==> src/rtl/spi_xfer_pkg.sv <==
// Shared types and widths for the SPI byte-transfer sequencer.
package spi_xfer_pkg;

  localparam int unsigned SPI_BYTE_W = 8;

  typedef logic [SPI_BYTE_W-1:0] spi_byte_t;

  typedef enum logic [2:0] {
    IDLE      = 3'd0,
    SEND_REQ  = 3'd1,
    SEND_WAIT = 3'd2,
    READ_REQ  = 3'd3,
    READ_WAIT = 3'd4
  } xfer_state_e;

endpackage

==> src/rtl/spi_xfer_ctrl_if.sv <==
// Request/busy handshake between the sequencer (master) and spi_master (slave).
interface spi_xfer_ctrl_if;
  import spi_xfer_pkg::*;

  logic      m_send;
  spi_byte_t m_send_data;
  logic      m_send_busy;
  logic      m_read;
  logic      m_recv_busy;
  logic      m_recv_rdy;
  spi_byte_t m_recv_data;

  modport master (
    output m_send, m_send_data, m_read,
    input  m_send_busy, m_recv_busy, m_recv_rdy, m_recv_data
  );

  modport slave (
    input  m_send, m_send_data, m_read,
    output m_send_busy, m_recv_busy, m_recv_rdy, m_recv_data
  );

endinterface

==> src/rtl/spi_xfer_ctrl_sync_fifo.sv <==
// Synchronous FIFO with registered full/empty flags; head is read combinationally.
module sync_fifo #(
  parameter int unsigned WIDTH = 8,
  parameter int unsigned DEPTH = 4
) (
  input  logic             clk,
  input  logic             rst_n,
  input  logic             wr_i,
  input  logic [WIDTH-1:0] wdata_i,
  input  logic             rd_i,
  output logic [WIDTH-1:0] rdata_o,
  output logic             full_o,
  output logic             empty_o
);

  localparam int unsigned PTR_W = $clog2(DEPTH);
  localparam int unsigned LVL_W = PTR_W + 1;

  logic [WIDTH-1:0] mem_q [DEPTH];
  logic [PTR_W-1:0] wptr_q;
  logic [PTR_W-1:0] rptr_q;
  logic [LVL_W-1:0] level_q;
  logic [LVL_W-1:0] level_d;
  logic             full_q;
  logic             empty_q;
  logic             do_wr;
  logic             do_rd;

  // A push into a full FIFO is accepted only when a pop frees a slot on the same edge.
  assign do_rd = rd_i && !empty_q;
  assign do_wr = wr_i && (!full_q || do_rd);

  always_comb begin
    level_d = level_q;
    if (do_wr && !do_rd) begin
      level_d = level_q + LVL_W'(1);
    end else if (!do_wr && do_rd) begin
      level_d = level_q - LVL_W'(1);
    end
  end

  always_ff @(posedge clk) begin
    if (!rst_n) begin
      mem_q   <= '{default: '0};
      wptr_q  <= '0;
      rptr_q  <= '0;
      level_q <= '0;
      full_q  <= 1'b0;
      empty_q <= 1'b1;
    end else begin
      if (do_wr) begin
        mem_q[wptr_q] <= wdata_i;
        wptr_q        <= wptr_q + PTR_W'(1);
      end
      if (do_rd) begin
        rptr_q <= rptr_q + PTR_W'(1);
      end
      level_q <= level_d;
      full_q  <= (level_d == LVL_W'(DEPTH));
      empty_q <= (level_d == '0);
    end
  end

  assign rdata_o = mem_q[rptr_q];
  assign full_o  = full_q;
  assign empty_o = empty_q;

endmodule

==> src/rtl/spi_xfer_ctrl.sv <==
// Byte-transfer sequencer: TX FIFO -> spi_master send/read handshakes -> RX FIFO.
// Define SPI_XFER_CTRL_TIMEOUT_EN to abort stalled requests and raise the sticky err flag.
module spi_xfer_ctrl
  import spi_xfer_pkg::*;
#(
  parameter int unsigned DEPTH   = 4,
  parameter int unsigned TIMEOUT = 1024
) (
  input  logic            clk,
  input  logic            rst_n,
  input  logic            tx_wr,
  input  spi_byte_t       tx_data,
  output logic            tx_full,
  input  logic            rx_rd,
  output spi_byte_t       rx_data,
  output logic            rx_empty,
  output logic            busy,
  output logic            err,
  input  logic            err_clr,
  spi_xfer_ctrl_if.master spi
);

  xfer_state_e state_q;
  logic        busy_q;
  logic        send_q;
  logic        read_q;
  spi_byte_t   send_data_q;
  logic        rdy_q;
  logic        rdy_prev_q;
  spi_byte_t   recv_data_q;

  logic        tx_empty;
  logic        rx_full;
  spi_byte_t   tx_head;
  logic        tx_pop;
  logic        rx_push;
  logic        rdy_rise;
  logic        tmo;

  // RX space is checked only here, so a started transfer always has a slot to land in.
  assign tx_pop   = (state_q == IDLE) && !tx_empty && !rx_full;
  assign rdy_rise = rdy_q && !rdy_prev_q;
  assign rx_push  = (state_q == READ_WAIT) && rdy_rise;

  sync_fifo #(
    .WIDTH (SPI_BYTE_W),
    .DEPTH (DEPTH)
  ) u_tx_fifo (
    .clk     (clk),
    .rst_n   (rst_n),
    .wr_i    (tx_wr),
    .wdata_i (tx_data),
    .rd_i    (tx_pop),
    .rdata_o (tx_head),
    .full_o  (tx_full),
    .empty_o (tx_empty)
  );

  sync_fifo #(
    .WIDTH (SPI_BYTE_W),
    .DEPTH (DEPTH)
  ) u_rx_fifo (
    .clk     (clk),
    .rst_n   (rst_n),
    .wr_i    (rx_push),
    .wdata_i (recv_data_q),
    .rd_i    (rx_rd),
    .rdata_o (rx_data),
    .full_o  (rx_full),
    .empty_o (rx_empty)
  );

`ifdef SPI_XFER_CTRL_TIMEOUT_EN
  localparam int unsigned CNT_W = $clog2(TIMEOUT + 1);

  logic [CNT_W-1:0] cnt_q;
  logic             req_wait;
  logic             err_q;

  // Counts only while a request waits for its busy; any state change restarts it.
  assign req_wait = ((state_q == SEND_REQ) && !spi.m_send_busy) ||
                    ((state_q == READ_REQ) && !spi.m_recv_busy);
  assign tmo      = req_wait && (cnt_q == CNT_W'(TIMEOUT - 1));

  always_ff @(posedge clk) begin
    if (!rst_n) begin
      cnt_q <= '0;
      err_q <= 1'b0;
    end else begin
      cnt_q <= (req_wait && !tmo) ? cnt_q + CNT_W'(1) : '0;
      if (tmo) begin
        err_q <= 1'b1;
      end else if (err_clr) begin
        err_q <= 1'b0;
      end
    end
  end

  assign err = err_q;
`else
  logic unused_cfg;

  assign tmo        = 1'b0;
  assign err        = 1'b0;
  assign unused_cfg = err_clr & (TIMEOUT != 0);
`endif

  // Sequencer FSM; all handshake outputs registered.
  always_ff @(posedge clk) begin
    if (!rst_n) begin
      state_q     <= IDLE;
      busy_q      <= 1'b0;
      send_q      <= 1'b0;
      read_q      <= 1'b0;
      send_data_q <= '0;
      rdy_q       <= 1'b0;
      rdy_prev_q  <= 1'b0;
      recv_data_q <= '0;
    end else begin
      rdy_q       <= spi.m_recv_rdy;
      rdy_prev_q  <= rdy_q;
      recv_data_q <= spi.m_recv_data;
      unique case (state_q)
        IDLE: begin
          if (tx_pop) begin
            send_data_q <= tx_head;
            send_q      <= 1'b1;
            busy_q      <= 1'b1;
            state_q     <= SEND_REQ;
          end
        end
        SEND_REQ: begin
          if (spi.m_send_busy) begin
            send_q  <= 1'b0;
            state_q <= SEND_WAIT;
          end else if (tmo) begin
            send_q  <= 1'b0;
            busy_q  <= 1'b0;
            state_q <= IDLE;
          end
        end
        SEND_WAIT: begin
          if (!spi.m_send_busy) begin
            read_q  <= 1'b1;
            state_q <= READ_REQ;
          end
        end
        READ_REQ: begin
          if (spi.m_recv_busy) begin
            read_q  <= 1'b0;
            state_q <= READ_WAIT;
          end else if (tmo) begin
            read_q  <= 1'b0;
            busy_q  <= 1'b0;
            state_q <= IDLE;
          end
        end
        READ_WAIT: begin
          if (rdy_rise) begin
            busy_q  <= 1'b0;
            state_q <= IDLE;
          end
        end
        default: begin
          send_q  <= 1'b0;
          read_q  <= 1'b0;
          busy_q  <= 1'b0;
          state_q <= IDLE;
        end
      endcase
    end
  end

  assign busy            = busy_q;
  assign spi.m_send      = send_q;
  assign spi.m_send_data = send_data_q;
  assign spi.m_read      = read_q;

endmodule

==> src/flat_wrapper.sv <==
// flat-port wrapper written by rule: the top's interface ports become plain ports
module spi_xfer_ctrl_flat import spi_xfer_pkg::*;
#(
  parameter int unsigned DEPTH   = 4,
  parameter int unsigned TIMEOUT = 1024
)
  (clk, rst_n, tx_wr, tx_data, tx_full, rx_rd, rx_data, rx_empty, busy, err, err_clr, spi_m_send, spi_m_send_data, spi_m_read, spi_m_send_busy, spi_m_recv_busy, spi_m_recv_rdy, spi_m_recv_data);
  spi_xfer_ctrl_if spi_i ();
  input  logic clk;
  input  logic rst_n;
  input  logic tx_wr;
  input  spi_byte_t tx_data;
  output logic tx_full;
  input  logic rx_rd;
  output spi_byte_t rx_data;
  output logic rx_empty;
  output logic busy;
  output logic err;
  input  logic err_clr;
  output wire logic [$bits(spi_i.m_send)-1:0] spi_m_send;
  output wire logic [$bits(spi_i.m_send_data)-1:0] spi_m_send_data;
  output wire logic [$bits(spi_i.m_read)-1:0] spi_m_read;
  input wire logic [$bits(spi_i.m_send_busy)-1:0] spi_m_send_busy;
  input wire logic [$bits(spi_i.m_recv_busy)-1:0] spi_m_recv_busy;
  input wire logic [$bits(spi_i.m_recv_rdy)-1:0] spi_m_recv_rdy;
  input wire logic [$bits(spi_i.m_recv_data)-1:0] spi_m_recv_data;
  assign spi_m_send = spi_i.m_send;
  assign spi_m_send_data = spi_i.m_send_data;
  assign spi_m_read = spi_i.m_read;
  assign spi_i.m_send_busy = spi_m_send_busy;
  assign spi_i.m_recv_busy = spi_m_recv_busy;
  assign spi_i.m_recv_rdy = spi_m_recv_rdy;
  assign spi_i.m_recv_data = spi_m_recv_data;
  spi_xfer_ctrl #(.DEPTH(DEPTH), .TIMEOUT(TIMEOUT)) u_core (.clk(clk), .rst_n(rst_n), .tx_wr(tx_wr), .tx_data(tx_data), .tx_full(tx_full), .rx_rd(rx_rd), .rx_data(rx_data), .rx_empty(rx_empty), .busy(busy), .err(err), .err_clr(err_clr), .spi(spi_i));
endmodule
==> config.mk <==
export PLATFORM = sky130hd
export DESIGN_NAME = spi_xfer_ctrl_flat
export DESIGN_NICKNAME = d
export VERILOG_FILES = /design/src/rtl/spi_xfer_pkg.sv /design/src/rtl/spi_xfer_ctrl_if.sv /design/src/rtl/spi_xfer_ctrl_sync_fifo.sv /design/src/rtl/spi_xfer_ctrl.sv /design/src/flat_wrapper.sv
export SDC_FILE = /design/constraint.sdc
export NUM_CORES = 1
export LEC_CHECK = 0
export ABC_CLOCK_PERIOD_IN_PS = 2470
export CORE_MARGIN = 2
export CORE_UTILIZATION = 55
export CTS_CLUSTER_SIZE = 20
export DETAILED_ROUTE_END_ITERATION = 6
export GPL_TIMING_DRIVEN = 1
export PLACE_DENSITY = 0.79
export SLEW_MARGIN = 20
export SYNTH_ARGS = -nofsm -noshare
export SYNTH_HDL_FRONTEND = slang
export SYNTH_SLANG_ARGS = --single-unit
==> constraint.sdc <==
create_clock -name clk -period 2.47 [get_ports clk]
set_input_delay 0.3705 -clock clk [delete_from_list [all_inputs] [get_ports clk]]
set_output_delay 0.3705 -clock clk [all_outputs]
set_load 0.01 [all_outputs]
==> results.md <==
- The signal on the critical path passes through mux4_2 > clkdlybuf4s50_1.
- The global placer's final weighted congestion is around 0.82.
- The sum of net half-perimeters after detailed placement is 6250 um.
- The cell count of the worst reg-to-reg path is 5.
- The kind of launch point of the worst setup path is a flop.
- For this run, the detailed router's first-pass iteration total came to 4.
- The number of diodes is 0.
- Clock skew on the completed layout was measured at about 12 ps.
- Summed over its instances, the top area cell type makes up between 40% and 50% of the synthesized netlist area.
- The post-route fraction of the period consumed by the critical path is a little over nine tenths.
- The CTS tree is yes.
- The library cell occupying the most area in the post-synthesis netlist is sky130_fd_sc_hd__dfxtp_1.
- The count of mapped cells out of synthesis is a little under 500.
- The number of antenna violations at the first check in global routing is 0.
- The switching power share of the total is between 30% and 40%.
- The run finished with clean final reports.
- The layout overhead on the synthesized area is 16.4%.
- The die span in x is approximately 94 um.
- The number of clock buffers added by TritonCTS is 9.
- The clock root buffer master is sky130_fd_sc_hd__clkbuf_8.
- Setup repair after global routing left no endpoint under its margin.
- The minimum clock period after layout is ~2300 ps.
- The clock sink count is 106.
- The H-tree was split into 3 levels.
- For this run, the slowest stage of the critical path takes between 600 and 700 ps.
- The achievable frequency is 0.430 GHz.
- Once the floorplan was initialized, standard cells occupied a little under three fifths of the core.
- The clock group share of total power is between 20% and 30%.
- The later pin in the worst-skew pair is clocked with a latency of 380 ps.
- On the final layout, the worst hold slack is 459 ps.
- The setup TNS after final layout is 0 ps.
- The synthesized netlist occupies a cell area of roughly 4500 um^2.
- Once layout is complete, the utilization of the core stands at around two thirds.
- The proportion of power drawn by flip-flops and latches is 49.6%.
- The sequential cell area fraction in the yosys report is a little under half.
- The count of hold buffers inserted by post-cts repair is 0.
- The via count of the first global-routing pass came to 3384.
- The analysis attributes to net switching a power of about 1.4 mW.
- The layout cell share with drive strength beyond 1 is between 9 and 10%.
- The max-slew violation count came to 0.
- The share of synthesized registers carrying an async set or reset is 0%.
- In this run, the number of DRC markers left after iteration 0 of detailed routing was ~130.
- Among all stages on the critical path, the largest delay is contributed by sky130_fd_sc_hd__dfxtp_1.
- The worst setup path is of the flop to output port kind.
- The number of buffers inserted by port buffering is 43.
- The number of hold violations in the final report is 0.
- Ranked by instance count, the synthesized netlist is headed by sky130_fd_sc_hd__dfxtp_1, sky130_fd_sc_hd__nand2_1, sky130_fd_sc_hd__a21oi_1.
- The number of nets produced by synthesis is 522.
- The completed layout was analyzed and its total power is between 4 and 5 mW.
- The distinct cell type count after synthesis is 42.
- Among all cell types in the netlist, the one instantiated most often is sky130_fd_sc_hd__dfxtp_1.
- The floorplan step set the die height to approximately 94 um.
- 46 I/O pins were placed.
- The initialized floorplan defines 32 standard-cell rows.
- The die covers a little under 9000 um^2.
- In the routed design, unresolved DRC markers number 0.
- Power spread over the standard cell area amounts to approximately 800 nW/um^2.
- The number of flops mapped to enable cells by yosys is 0.
- The buffer count from post-CTS setup fixing is 0.
- Summed over all layers, the global routing overflow is 0.
- The worst path required time is roughly 2100 ps.
- The combinational share of power is 25.6%.
- The synthesized area per cell is approximately 9.2 um^2.
- In the final design database the tool counted 560 nets.
- Counting instances, the worst hold path has a depth of 2.
- In the synthesized netlist the dominant register cell turns out to be sky130_fd_sc_hd__dfxtp_1.
- In this run, synthesis produced a sequential element count of between 100 and 150.
- The highest net fanout along the worst path is 10.
- The number of warnings reported in the yosys synthesis log is 0.
- The maximum ir drop on the vdd rail is a little under 0.5 mV.
- Entering global routing, the biggest net connects 81 pins.
- The type of the tightest min-delay check is flop to flop.
- The clock passes through at most 2 buffers.
- Dividing the detail-routed wire length by the instance count gives 14.3 um.
- Max-cap violations in this run came to 0.
- In this run the remaining antenna-violating nets after routing total 0.
- In this run the tightest slew margin relative to its limit is around 60%.
- The total wirelength of the detailed-routed design is 9040 um.
- Ranked by total cell area, the synthesized netlist is headed by sky130_fd_sc_hd__dfxtp_1, sky130_fd_sc_hd__nand2_1, sky130_fd_sc_hd__mux4_2.
- The first global-routing pass estimated roughly 15000 um of wire.
- The average vias per placed instance is ~5.3.
- STA classifies the critical path endpoint as an output port.
- The data arrival time of the worst path is around 2000 ps.
- The total number of vias is roughly 3400.
- Across every metal layer, demand over resource in global routing totals between 20% and 30%.
- Setup violations remaining at the end of the flow were counted as 0.
- The post-cts resize count is 0.
- The core region is between 7000 and 8000 um^2.
- The clock input transition at the sequential cells of the worst setup and hold paths is roughly 100 ps.
- At the placement stage, the worst setup path has a slack of about 170 ps.
- The slack of the critical path is between 100 and 150 ps.
- For the pin with the worst max-slew slack, the measured transition is slightly below 600 ps.
- The internal power of the cells totals around 2.8 mW.
- The analysis attributes to cell leakage a power of roughly 2.1 nW.
==> cells by family after synthesis <==
kind of cell / Yosys count / share of synthesized area (%)
AO/OA/AOI/OAI: 71 / 8.87
XOR/XNOR: 8 / 1.57
adder cells (fa/ha/maj): 12 / 3.36
buffers and inverters: 44 / 4.11
flip-flops: 106 / 47.4
multiplexers: 51 / 15.9
other: 1 / 0.0838
AND/OR/NAND/NOR: 193 / 18.7
==> cell type report <==
class	count	area [um^2]
inverters	15	56.3
multi-input cells	336	2170
flip-flops and latches	106	2120
well taps	102	128
fillers	681	2600
clock buffers	9	124
clock inverters	7	71.3
repair buffers	56	541
==> per-stage QoR <==
step | cell area [um^2] | instances
2_1_floorplan | 4470 | 486
3_3_place_gp | 5010 | 615
5_1_grt | 5210 | 631
4_1_cts | 5210 | 631
6_report | 5210 | 631
3_5_place_dp | 5010 | 615
==> critical path, delay by kind of cell, from the launching register on <==
| kind | cells | cell delay, ps |
|---|---|---|
| buffers and inverters | 1 | 490 |
| DFF | 1 | 680 |
| muxes | 1 | 410 |
==> power groups by stage <==
| stage | registers, mW | clock network, mW | logic [mW] |
|---|---|---|---|
| after floorplan | 2.02 | 0 | 0.830 |
| after global placement | 2.10 | 0 | 1.03 |
| after detailed placement | 2.11 | 0 | 1.08 |
| after CTS | 2.07 | 1.07 | 1.08 |
| after global routing | 2.11 | 1.13 | 1.20 |
| final | 2.08 | 1.04 | 1.07 |
==> routing by layer <==
| metal | track usage [%] | up-vias | wire length, um |
|---|---|---|---|
| met1 | 25.4 | 1591 | 3920 |
| met2 | 39.7 | 60 | 4700 |
| met5 | 0 | - | 0 |
| li1 | - | 1711 | - |
| met3 | 5.54 | 9 | 325 |
| met4 | 5.80 | 0 | 99 |
==> final timing paths <==
check / startpoint / to / slack [ps]
min reg2reg: u_core.u_rx_fifo.mem_q[12]$_SDFFE_PN0P_ / u_core.u_rx_fifo.mem_q[12]$_SDFFE_PN0P_ / 460
min: u_core.u_rx_fifo.mem_q[12]$_SDFFE_PN0P_ / u_core.u_rx_fifo.mem_q[12]$_SDFFE_PN0P_ / 460
max: u_core.u_rx_fifo.rptr_q[0]$_SDFFE_PN0P_ / rx_data[0] / 140
max reg2reg: u_core.state_q[0]$_SDFFE_PN0P_ / u_core.u_rx_fifo.full_o$_SDFF_PN0_ / 270
==> sequential cells by signal, indices dropped and copies added, names as in the netlist <==
signal                    cells
u_core.busy                   1
u_core.rdy_prev_q             1
u_core.rdy_q                  1
u_core.recv_data_q            8
u_core.spi.m_read             1
u_core.spi.m_send             1
u_core.spi.m_send_data        8
u_core.state_q                3
u_core.u_rx_fifo.empty_o      1
u_core.u_rx_fifo.full_o       1
u_core.u_rx_fifo.level_q      3
u_core.u_rx_fifo.mem_q       32
u_core.u_rx_fifo.rptr_q       2
u_core.u_rx_fifo.wptr_q       2
u_core.u_tx_fifo.empty_o      1
u_core.u_tx_fifo.full_o       1
u_core.u_tx_fifo.level_q      3
u_core.u_tx_fifo.mem_q       32
u_core.u_tx_fifo.rptr_q       2
u_core.u_tx_fifo.wptr_q       2
==> cell usage in the layout (no fill, tap or decap), types with 3 or more instances in the layout <==
cell and n:
sky130_fd_sc_hd__and2_1 16, sky130_fd_sc_hd__nand3_1 7, sky130_fd_sc_hd__nor3_1 3, sky130_fd_sc_hd__nand3b_1 3, sky130_fd_sc_hd__nor2_1 49, sky130_fd_sc_hd__nand2b_1 5
sky130_fd_sc_hd__clkbuf_8 9, sky130_fd_sc_hd__buf_4 12, sky130_fd_sc_hd__or3_1 4, sky130_fd_sc_hd__dfxtp_1 106, sky130_fd_sc_hd__a21oi_1 53, sky130_fd_sc_hd__nand2_1 99
sky130_fd_sc_hd__xnor2_1 6, sky130_fd_sc_hd__clkdlybuf4s50_1 43, sky130_fd_sc_hd__inv_1 14, sky130_fd_sc_hd__mux4_2 16, sky130_fd_sc_hd__mux2i_1 35, sky130_fd_sc_hd__o21ai_0 6
sky130_fd_sc_hd__ha_1 12
Note: power is estimated with default switching activity, not from simulation.
